$ cat config.mk
export PLATFORM = sky130hd
export DESIGN_NAME = fetch_instr_queue
export DESIGN_NICKNAME = d
export VERILOG_FILES = /design/src/rtl/fetch_instr_queue.sv
export SDC_FILE = /design/constraint.sdc
export NUM_CORES = 1
export LEC_CHECK = 0
export CAP_MARGIN = 20
export CORE_MARGIN = 2
export CORE_UTILIZATION = 55
export DETAILED_ROUTE_END_ITERATION = 7
export GPL_TIMING_DRIVEN = 0
export PLACE_DENSITY = 0.78
export RECOVER_POWER = 100
export SLEW_MARGIN = 40
export SYNTH_ARGS = -nofsm -noshare
export SYNTH_HDL_FRONTEND = slang
export SYNTH_SLANG_ARGS = --single-unit
$ cat constraint.sdc
create_clock -name clk_i -period 6.6 [get_ports clk_i]
set_clock_uncertainty 0.1 [all_clocks]
set_input_delay 1.32 -clock clk_i [delete_from_list [all_inputs] [get_ports clk_i]]
set_output_delay 1.32 -clock clk_i [all_outputs]
set_load 0.05 [all_outputs]
$ cat src/rtl/fetch_instr_queue.sv
// fetch_instr_queue: instruction FIFO between fetch and decode.
//   Buffers {instr, pc} pairs from fetch and hands them to decode in order
//   under a valid/ready handshake. Back-pressures fetch with stall_o when full;
//   flush_i discards every queued entry and the one presented in that cycle.
//
// Ports:
//   clk_i, rstn_i          clock, synchronous active-low reset
//   valid_i/instr_i/pc_i   fetch side: instruction presented this cycle
//   stall_o                queue full; derived from registered state only
//   flush_i                drop all queued and incoming instructions
//   valid_o/instr_o/pc_o   decode side: head entry (data zero when empty)
//   ready_i                decode accepts the head this cycle
//   level_o                occupancy, 0..DEPTH
//
// Parameter DEPTH must be a power of two and >= 2 (pointers wrap naturally).
//
// Optional feature macro: YARC_IQ_BYPASS_EN
//   When defined, an instruction arriving at an empty queue is shown on the
//   decode outputs in the same cycle; if decode accepts it, it is never written.
//   When undefined, there is no combinational path from fetch to decode.

module fetch_instr_queue #(
   parameter int unsigned DEPTH = 4
) (
   input  logic                     clk_i,
   input  logic                     rstn_i,
   input  logic                     valid_i,
   input  logic [31:0]              instr_i,
   input  logic [31:0]              pc_i,
   output logic                     stall_o,
   input  logic                     flush_i,
   output logic                     valid_o,
   output logic [31:0]              instr_o,
   output logic [31:0]              pc_o,
   input  logic                     ready_i,
   output logic [$clog2(DEPTH):0]   level_o
);

   localparam int unsigned PTR_W = $clog2(DEPTH);
   localparam int unsigned CNT_W = PTR_W + 1;

   logic [31:0]      instr_mem_q [DEPTH];
   logic [31:0]      pc_mem_q    [DEPTH];

   logic [PTR_W-1:0] wr_ptr_q, wr_ptr_d;
   logic [PTR_W-1:0] rd_ptr_q, rd_ptr_d;
   logic [CNT_W-1:0] count_q,  count_d;

   logic             empty_c;
   logic             bypass_c;
   logic             push_c;
   logic             pop_c;

   // Handshake decode, output mux and next-state computation
   always_comb begin
      stall_o  = (count_q == CNT_W'(DEPTH));
      empty_c  = (count_q == '0);
      bypass_c = 1'b0;
`ifdef YARC_IQ_BYPASS_EN
      bypass_c = empty_c && valid_i && !flush_i;
`endif

      valid_o = !empty_c || bypass_c;
      instr_o = '0;
      pc_o    = '0;
      if (!empty_c) begin
         instr_o = instr_mem_q[rd_ptr_q];
         pc_o    = pc_mem_q[rd_ptr_q];
      end else if (bypass_c) begin
         instr_o = instr_i;
         pc_o    = pc_i;
      end

      // A bypassed entry accepted by decode skips storage entirely
      push_c = valid_i && !stall_o && !flush_i && !(bypass_c && ready_i);
      pop_c  = !empty_c && ready_i && !flush_i;

      wr_ptr_d = wr_ptr_q;
      rd_ptr_d = rd_ptr_q;
      count_d  = count_q;

      if (flush_i) begin
         wr_ptr_d = '0;
         rd_ptr_d = '0;
         count_d  = '0;
      end else begin
         if (push_c) wr_ptr_d = wr_ptr_q + PTR_W'(1);
         if (pop_c)  rd_ptr_d = rd_ptr_q + PTR_W'(1);
         case ({push_c, pop_c})
            2'b10:   count_d = count_q + CNT_W'(1);
            2'b01:   count_d = count_q - CNT_W'(1);
            default: count_d = count_q;
         endcase
      end
   end

   assign level_o = count_q;

   // Control state; reset takes priority over flush and push/pop
   always_ff @(posedge clk_i) begin
      if (!rstn_i) begin
         wr_ptr_q <= '0;
         rd_ptr_q <= '0;
         count_q  <= '0;
      end else begin
         wr_ptr_q <= wr_ptr_d;
         rd_ptr_q <= rd_ptr_d;
         count_q  <= count_d;
      end
   end

   // Entry storage, intentionally not reset
   always_ff @(posedge clk_i) begin
      if (rstn_i && push_c) begin
         instr_mem_q[wr_ptr_q] <= instr_i;
         pc_mem_q[wr_ptr_q]    <= pc_i;
      end
   end

   // Fetch must not present an instruction while stalled; such an entry is lost
   always_ff @(posedge clk_i) begin
      if (rstn_i) begin
         assert (!(valid_i && stall_o))
            else $warning("fetch_instr_queue: valid_i asserted while stall_o high, entry dropped");
      end
   end

endmodule

; ---- Yosys cells after proc, flatten, opt, wreduce, memory -nomap -nowiden
; Memories as Yosys holds them, arrays and structs flattened. A register that Yosys moved wholly into a read port is not among the register bits.
; Cells that the tools add are included.
; Widths: inputs -> output; s select.
[totals]
out_inout_bits = 69
word_cells = 33
ram_bits = 256
mem_bits_ro = 0
latch_bits = 0
regBits = 7
inputBits = 69
memories = 2
[memory_table]
columns = name, words, word_bits, read_ports, rd_ports_with_merged_regs, write_ports, line
row1 = instr_mem_q, 4, 32, 1, 1, 1, 42  ; logic [31:0] instr_mem_q [DEPTH];
row2 = pc_mem_q, 4, 32, 1, 1, 1, 43  ; logic [31:0] pc_mem_q [DEPTH];
[op_classes]
div = 0
n_addsub = 4
eq_ne = 3
n_reduce_logical = 11
n_mul = 0
mux = 9
shift = 0
n_lt_le_gt_ge = 0
n_bitwise = 1
[ops]
columns = cell, n
row1 = $mux 32, 2
row2 = $mux 2, 4
row3 = $pmux 3 s2, 1
row4 = $logic_and 1x1->1, 5
row5 = $add 2x1->2 const B, 2
row6 = $add 3x1->3 const B, 1
row7 = $eq 3x3->1 const B, 1
row8 = $logic_not 1->1, 3
row9 = $logic_not 3->1, 1
row10 = $sub 3x1->3 const B, 1
row11 = $eq 2x1->1 const B, 1
row12 = $eq 2x2->1 const B, 1
row13 = $mux 1, 2
row14 = $reduce_bool 2->1, 1
row15 = $reduce_or 2->1, 1
row16 = $not 1->1, 1

; ---- Longest topological paths before layout
; Gate-level depths: netlist of the first run.
[depth]
ltp_word = 7
mapped_depth = 10
depth_no_buf = 9

; ---- Worst setup path before layout of the first run
; OpenSTA, ideal clock, no wires.
[synth_path]
path_type = input to register
startpoint = input valid_i
endpoint = memory instr_mem_q[0][0], enable pin
cell_stages = 3
required_time_ns = 6.071
n_path_buf = 0
arrival_ns = 3.316
setup_ns = 0.429
setup_slack_ns = 2.755
path_cell_list = nor2b_1 > and2_4 > and3_1
[synth_via]
elab_chain_cells = 5
[synth_rtl]
columns = element, line
row1 = "start, declared", 27  ; input logic valid_i,
row2 = $logic_and 1x1->1 (2 in series), 75  ; push_c = valid_i && !stall_o && !flush_i && !(bypass_c && ready_i);
row3 = $logic_and 1x1->1, 114  ; if (rstn_i && push_c) begin
row4 = $mux 1, 114
row5 = $mux 1 (implied by the code), 115  ; instr_mem_q[wr_ptr_q] <= instr_i;
row6 = "end, declared", 42
; No other way between the ends.

; ---- Worst setup path after layout of the first run
[layout_path]
startpoint = input flush_i
endpoint = memory instr_mem_q[0][13], enable pin
[layout_via]
elab_chain_cells = 5
[layout_rtl]
columns = element, line
row1 = "start, declared", 31  ; input logic flush_i,
row2 = $logic_not 1->1, 75
row3 = $logic_and 1x1->1, 75
row4 = $logic_and 1x1->1, 114
row5 = $mux 1, 114
row6 = $mux 1 (implied by the code), 115
; No other way between the ends.

==> results of run 1 <==
[synthesized netlist by cell type, drive strengths merged]
library cell / instances
dfxtp: 9
mux4: 64
a21oi: 4
and3: 4
a21o: 2
and2: 65
o21ai: 1
ha: 5
buf: 13
fa: 1
nand3: 2
nand2b: 1
o31ai: 1
o311ai: 1
nor2: 7
xor2: 4
or3b: 1
inv: 7
edfxtp: 256
or3: 2
clkbuf: 10
nor2b: 1
[through the flow]
stage               instances  setup slack [ps]   util
finish                    882              1910  0.709
global route              882              1670  0.709
CTS                       880              1970  0.715
detailed placement        834              2540  0.666
global placement          827              1110  0.657
floorplan                 461              2750      -
[critical path, stage by stage]
cell           delay [ps]
dlygate4sd3_1         600
nor2b_1               340
and2_0                330
and3_1                790
clkbuf_1             1300
[state kept, by name, indices dropped and copies added (netlist names), named ones only]
name / flops
level_o: 3
instr_mem_q: 128
wr_ptr_q: 2
rd_ptr_q: 2
pc_mem_q: 128
[layout make-up]
cell class	count	area, um2	area share
Tap cell	229	287	0.0224
Timing Repair Buffer	144	1410	0.110
Sequential cell	265	7870	0.614
Antenna cell	2	5.00	0.000390
Buffer	23	200	0.0156
Clock inverter	17	218	0.0170
Clock buffer	29	671	0.0523
Multi-Input combinational cell	166	2130	0.166
Inverter	7	26.3	0.00205
[how the worst max path moves through the flow]
stage                                        from                           end  slack [ps]
after global routing                      flush_i  instr_mem_q[0][21]$_DFFE_PP_        1670
after floorplan                           valid_i   instr_mem_q[0][0]$_DFFE_PP_        2750
after detailed placement  level_o[0]$_SDFFE_PP0P_                    instr_o[3]        2540
after global placement                    flush_i      pc_mem_q[0][2]$_DFFE_PP_        1110
after CTS                 level_o[0]$_SDFFE_PP0P_                    instr_o[3]        1970
final                                     flush_i  instr_mem_q[0][13]$_DFFE_PP_        1910
[cell usage in the layout (no fill, tap or decap), types with 5 or more instances in the layout]
cell,instances
edfxtp_1,256
buf_2,6
inv_1,7
buf_12,7
bufinv_16,5
and2_1,64
dlygate4sd3_1,134
mux4_2,60
dfxtp_1,9
clkbuf_16,25
ha_1,5
clkbuf_1,16
clkinv_2,8
nor2_1,7
[layer usage]
layer | up-vias | wire length [um] | track usage
li1 | 2214 | - | -
met1 | 2490 | 7700 | 0.272
met2 | 163 | 9770 | 0.334
met3 | 34 | 1190 | 0.0373
met4 | 2 | 398 | 0.0702
met5 | - | 11 | 0
[power breakdown]
part	internal (mW)	switching [mW]	total, mW	leakage [nW]
clock	0.926	0.591	1.52	0.447
sequential	1.86	0.00429	1.86	2.39
combinational	0.0698	0.0993	0.169	1.52
[cells by family (layout without fill, tap and decap cells)]
kind of cell               count (synthesis)  in the layout
DFF                                      265            265
and+or+nand+nor                           83             83
muxes                                     64             64
buffers and inverters                     30            220
AOI/OAI and AO/OA                          9              9
adders and majority gates                  6              6
xor gates and xnor gates                   4              4
other                                      0              2
==> metrics, run 1 <==
Post-Route WL 19100 um; Worst R2R End instr_mem_q[0][13]$_DFFE_PP_; CTS Hold Buffers Added 0; Total Routing Usage GR 0.201; largest family of logic cells by synthesized area multiplexers; critical path type in2reg; area of the die 19700 um2; Syn Nets 536; P&R area growth vs syn 25.3%; synthesized area 10200 um2; CTS buffer count 25; r2r worst-path depth 5; Core Area 18100 um2; post_cts resized 0; TritonCTS clock tree built; xor-xnor portion of the synthesized cell area 0.00343; CP arrival 4690 ps; HP Class reg2reg; hpwl dp 11900 um; worst r2r src level_o[0]$_SDFFE_PP0P_; total grt overflow 0; yosys warns 0; Fmax achieved 0.213 GHz; post-synthesis adder-cell area fraction 0.00807; FP Rows 49; Worst Path Max Fanout 27; largest net degree at the start of global routing 34; post-layout min period 4690 ps; WL/cell 21.6 um; fin crit share 0.711; reg2reg setup slack 2830 ps; placed instance area 12000 um2; Worst setup SP type primary input; critical path data required time 6600 ps; root buffer cell clkbuf_16; library cells used by synthesis 27; clk slew on worst S/H paths 60 ps; clk sinks 265; Clock Latency Late Sink 520 ps; number of buffers added on ports 137; Compound-Gate Fraction of Synth Area 0.00550; worst vdd rail ir drop 0.210 mV; mux cell area share after synthesis 0.142; power per cell area 277 nW/um2; Initial Utilization 0.566; initial drt markers 269; Endpoint, Worst Hold rd_ptr_q[0]$_SDFFE_PP0P_; share of the yosys chip area belonging to registers 0.769; Post-Syn Instances 461; Simple-Gate Fraction of Synth Area 0.0493; Top Ports 138; synthesized flop and latch total 265; Slew Viols, Final 175; gp weighted congestion 0.792; H-tree Lvls 1; Synth top area share 0.752; CP Capture Type flip-flop; Pre-antenna DRT Iters 5; fill cell count 1101; worst-margin pin slew 2010 ps; Die H 140 um; Min-Delay Path Depth 2; number of max-cap violations 6; hold_sp rd_ptr_q[0]$_SDFFE_PP0P_; Final Hold Viols 0; total power 3.55 mW; Die Wd 140 um; Slew headroom -0.339; vias in the first global route 5400; initial antenna violation count 3; drc violations 0; status finished with violations; largest area contributor in the netlist edfxtp_1; Post-Route Setup TNS 0 ps; leakage power 4.36 nW; first-pass GRT wire length 30400 um; final net count 707; post-CTS setup buffers 0; DRT antenna net count 0; RSZ-0062 raised after global routing false; post-route cell area 12800 um2; Max clock buf depth 3; setup violators final 0; synth top area cells edfxtp_1, mux4_2, and2_1; failing checks capacitance limit, slew limit; vias 4903; layout cells sized above 1 0.181; final hold slack 442 ps; vias per cell 5.56; Mean Syn Cell Area 22.2 um2
Note: power is estimated with default switching activity, not from simulation.
==> inputs of run 2 (changes only) <==
--- a/config.mk
+++ b/config.mk
@@ -7,10 +7,10 @@
 export LEC_CHECK = 0
 export CAP_MARGIN = 20
 export CORE_MARGIN = 2
-export CORE_UTILIZATION = 55
+export CORE_UTILIZATION = 49
 export DETAILED_ROUTE_END_ITERATION = 7
 export GPL_TIMING_DRIVEN = 0
-export PLACE_DENSITY = 0.78
+export PLACE_DENSITY = 0.73
 export RECOVER_POWER = 100
 export SLEW_MARGIN = 40
 export SYNTH_ARGS = -nofsm -noshare
==> constraint.sdc (replaced) <==
create_clock -name clk_i -period 4.3 [get_ports clk_i]
set_clock_uncertainty 0.1 [all_clocks]
set_input_delay 0.86 -clock clk_i [delete_from_list [all_inputs] [get_ports clk_i]]
set_output_delay 0.86 -clock clk_i [all_outputs]
set_load 0.05 [all_outputs]
==> run 2 against run 1 <==
Compared with the run above:
- the run still ends with capacitance limit, slew limit left
- first-iteration DRC count up 4.8%
- utilization is 7.7 points lower
- register-to-register slack worse by 1900 ps
- largest cell class unchanged
==> metrics, run 2 (synthesis results as in run 1) <==
largest net degree at the start of global routing 35 (was 34); post-CTS setup buffers 0 (unchanged); setup violators final 0 (unchanged); vias per cell 5.34 (was 5.56); Die Wd 148 um (was 140 um); hold_sp rd_ptr_q[1]$_SDFFE_PP0P_ (was rd_ptr_q[0]$_SDFFE_PP0P_); final net count 706 (was 707); TritonCTS clock tree built (unchanged); Post-Route WL 19000 um (was 19100 um); area of the die 22000 um2 (was 19700 um2); Slew Viols, Final 119 (was 175); clk slew on worst S/H paths 60 ps (about the same); power per cell area 417 nW/um2 (was 277 nW/um2); clk sinks 265 (unchanged); worst r2r src level_o[1]$_SDFFE_PP0P_ (was level_o[0]$_SDFFE_PP0P_); H-tree Lvls 1 (unchanged); FP Rows 52 (was 49); status finished with violations (unchanged); DRT antenna net count 0 (unchanged); Final Hold Viols 0 (unchanged); HP Class reg2reg (unchanged); CP Capture Type output pin (was flip-flop); Top Ports 138 (unchanged); vias in the first global route 5342 (was 5400); Clock Latency Late Sink 520 ps (about the same); total power 5.36 mW (was 3.55 mW); WL/cell 20.6 um (was 21.6 um); Worst setup SP type flip-flop (was primary input); failing checks capacitance limit, slew limit (unchanged); most common cell after layout, fill and taps aside edfxtp_1 (unchanged); post-route cell area 12900 um2 (was 12800 um2); r2r worst-path depth 5 (unchanged); post_cts resized 0 (unchanged); placed instance area 12100 um2 (was 12000 um2); CTS Hold Buffers Added 0 (unchanged); Worst Path Max Fanout 11 (was 27); CTS buffer count 27 (was 25); Total Routing Usage GR 0.176 (was 0.201); vias 4921 (was 4903); Core Area 20400 um2 (was 18100 um2); P&R area growth vs syn 25.7% (was 25.3%); fin crit share 0.920; number of buffers added on ports 137 (unchanged); worst vdd rail ir drop 0.376 mV (was 0.210 mV); leakage power 4.35 nW (was 4.36 nW); Initial Utilization 0.502 (was 0.566); hpwl dp 11600 um (was 11900 um); Worst R2R End instr_mem_q[2][26]$_DFFE_PP_ (was instr_mem_q[0][13]$_DFFE_PP_); RSZ-0062 raised after global routing false (unchanged); Die H 148 um (was 140 um); root buffer cell clkbuf_16 (unchanged); CP arrival 2990 ps (was 4690 ps); Pre-antenna DRT Iters 4 (was 5); post-layout min period 3950 ps; pre-CTS setup slack 683 ps (was 2540 ps); Max clock buf depth 3 (unchanged); drc violations 0 (unchanged); Post-Route Setup TNS 0 ps (unchanged); worst-margin pin slew 1840 ps (was 2010 ps); critical path type reg2out (was in2reg); initial antenna violation count 3 (unchanged); Fmax achieved 0.253 GHz; first-pass GRT wire length 29600 um (was 30400 um); critical path data required time 3340 ps (was 6600 ps); total grt overflow 0 (unchanged); number of max-cap violations 4 (was 6); reg2reg setup slack 910 ps (was 2830 ps); gp weighted congestion 0.749 (was 0.792); Slew headroom -0.229 (was -0.339); initial drt markers 282 (was 269); Min-Delay Path Depth 2 (unchanged); most frequent cells in the layout edfxtp_1, dlygate4sd3_1, and2_1 (unchanged); layout cells sized above 1 0.182 (was 0.181); Final WS setup 345 ps (was 1910 ps); final hold slack 432 ps (was 442 ps)
run 2: layout make-up:
class / instances / area [um2]
repair buffers: 142 / 1440
multi-input cells: 166 / 2130
clock inverters: 20 / 176
well taps: 270 / 338
clock buffers: 27 / 676
inverters: 7 / 26.3
diodes: 3 / 7.51
fillers: 1410 / 7500
plain buffers: 22 / 196
flip-flops and latches: 265 / 7870
run 2: worst max-delay path by stage:
stage,from,end,slack [ps]
after floorplan,valid_i,instr_mem_q[0][0]$_DFFE_PP_,910
after global placement,flush_i,pc_mem_q[2][9]$_DFFE_PP_,-780
after detailed placement,level_o[0]$_SDFFE_PP0P_,instr_o[19],680
after CTS,level_o[0]$_SDFFE_PP0P_,instr_o[13],120
after global routing,level_o[2]$_SDFFE_PP0P_,pc_o[30],80
final,level_o[1]$_SDFFE_PP0P_,instr_o[4],350
run 2: routing by layer:
layer | track usage | share of wire
met4 | 0.0510 | 0.019
met5 | 0 | 0
met2 | 0.303 | 0.52
met3 | 0.0313 | 0.050
met1 | 0.234 | 0.41
run 2: critical path, cell delays in order, from the launching register on:
cell and delay (ps):
dfxtp_1 450, or3_1 510, clkbuf_1 410, and2_1 220, dlygate4sd3_1 880
run 2: through the flow:
step	instances	util
2_1_floorplan	461	-
3_3_place_gp	868	0.586
3_5_place_dp	873	0.592
4_1_cts	920	0.634
5_1_grt	920	0.631
6_report	922	0.631
run 2: power by group:
group / internal (mW) / switching (mW) / leakage [nW] / total (mW)
Combinational: 0.108 / 0.152 / 1.54 / 0.260
Sequential: 2.86 / 0.00598 / 2.39 / 2.86
Clock: 1.32 / 0.924 / 0.423 / 2.24
==> RTL change (flow settings as in run 2) <==
`DEPTH`: 4 -> 2.
--- a/src/rtl/fetch_instr_queue.sv
+++ b/src/rtl/fetch_instr_queue.sv
@@ -22,3 +22,3 @@
 module fetch_instr_queue #(
-   parameter int unsigned DEPTH = 4
+   parameter int unsigned DEPTH = 2
 ) (
Ports: changed (resized level_o); port bits go from 138 to 137. No check against the original RTL was run, so the function may have changed too.
==> RTL change against run 2 <==
Critical path depth increased by 3; core utilization rose by 7.9 points; power is 43% lower; count of clock-buffer cells in the layout shrank 10; fmax grew 7.2%; register-to-register slack better by 140 ps; wire length is 48% lower; largest power group unchanged; final area decreased by 44%; critical endpoint is now pc_mem_q[1][23]; worst hold slack barely moved; highest routed layer unchanged; critical path type is now in2reg; worst setup slack improved by 260 ps; combinational power down 17%; area after synthesis down 51%; non-clock buffer count grew 6; sequential cell count decreased by 132.
==> RTL change: results (changes against run 2) <==
outcome:
  outcome: "finished, final reports clean"
route:
  drt-met1-wl_mm: 3.97  # -50%
  wl_met2_mm: 5.38  # -45%
  initialDrtViolationCount: 161  # -43%
worst_setup_path:
  crit_fanout: 7  # -4
  r2r_setup_slack_ps: 1050  # +140 ps
  r2r_cells: 7  # +2
  slowest_stage: "nor3_1"
  max_stage_delay_ps: 700  # -180 ps
timing:
  holdWs_ps: 432  # +0.229 ps
  maxSlewViolCount: 0  # -100%
place:
  dp.cells: 592  # -32%
  numPortBuffers: 136  # -0.73%
  hpwlAfterDp_mm: 7.11  # -39%
  placed_area_sq_um: 6730  # -44%
power_and_ir_drop:
  leakagePower_nw: 2.58  # -41%
  ir_worst_vdd_mv: 0.241  # -36%
  power.internal_mw: 2.41  # -44%
synthesis:
  synth_cells: 300  # -35%
global_route:
  antenna_found_initial: 0  # -3
  gr-usage-met1: 0.213  # -0.0214
  met2_usage: 0.324  # +0.0205
  grt_max_degree: 17  # -51%
  grt_use_total: 0.187  # +0.0104
clocking:
  cts_buffers: 17  # -37%
  root_buffer: "clkbuf_8"
finish:
  antenna_cells: 0  # -3
  layout-drive-gt1-share: 0.0881  # -0.0937
  nFillCells: 704  # -50%
-- RTL change: cell count changes in the layout (fill, tap and decap cells not counted), sizes merged, moves of 3 or more --
cell | run 2 | this run
nor2 | 7 | 69
and3 | 4 | 0
mux2i | 0 | 64
edfxtp | 256 | 128
inv | 9 | 4
ha | 5 | 1
diode | 3 | 0
and2 | 65 | 0
clkinv | 14 | 8
dfxtp | 9 | 5
mux4 | 64 | 0
-- RTL change: area by class of cell --
class / instances / area [sq um] / area share
Buffer: 14 / 83.8 / 0.0116
Clock buffer: 17 / 414 / 0.0572
Clock inverter: 15 / 163 / 0.0225
Inverter: 3 / 11.3 / 0.00156
Multi-Input combinational cell: 150 / 1010 / 0.139
Sequential cell: 133 / 3940 / 0.545
Tap cell: 136 / 170 / 0.0235
Timing Repair Buffer: 156 / 1440 / 0.199
-- RTL change: cell families (layout without fill, tap and decap cells) --
| group | after synthesis | after routing | synth area share |
|---|---|---|---|
| buf+inv | 17 | 205 | 0.0188 |
| fa+ha+maj | 1 | 1 | 0.00248 |
| simple gates | 77 | 77 | 0.0600 |
| flops | 133 | 133 | 0.781 |
| xor+xnor | 3 | 3 | 0.00521 |
| mux | 64 | 64 | 0.127 |
| compound gates | 5 | 5 | 0.00545 |
-- RTL change: through the flow --
step	setup slack [ps]	power, mW
after global routing	375	3.15
after global placement	-4680	1.71
after floorplan	-1810	1.60
final	610	3.05
after detailed placement	1070	1.72
after CTS	835	3.10
-- RTL change: how the worst max path moves through the flow --
stage / end / startpoint / slack [ps]
after floorplan: instr_mem_q[0][0] / flush_i / -1810
after global placement: pc_mem_q[1][4] / flush_i / -4680
after detailed placement: pc_mem_q[1][4] / flush_i / 1070
after CTS: instr_o[20] / level_o[1] / 830
after global routing: pc_mem_q[1][23] / flush_i / 370
final: pc_mem_q[1][23] / flush_i / 610
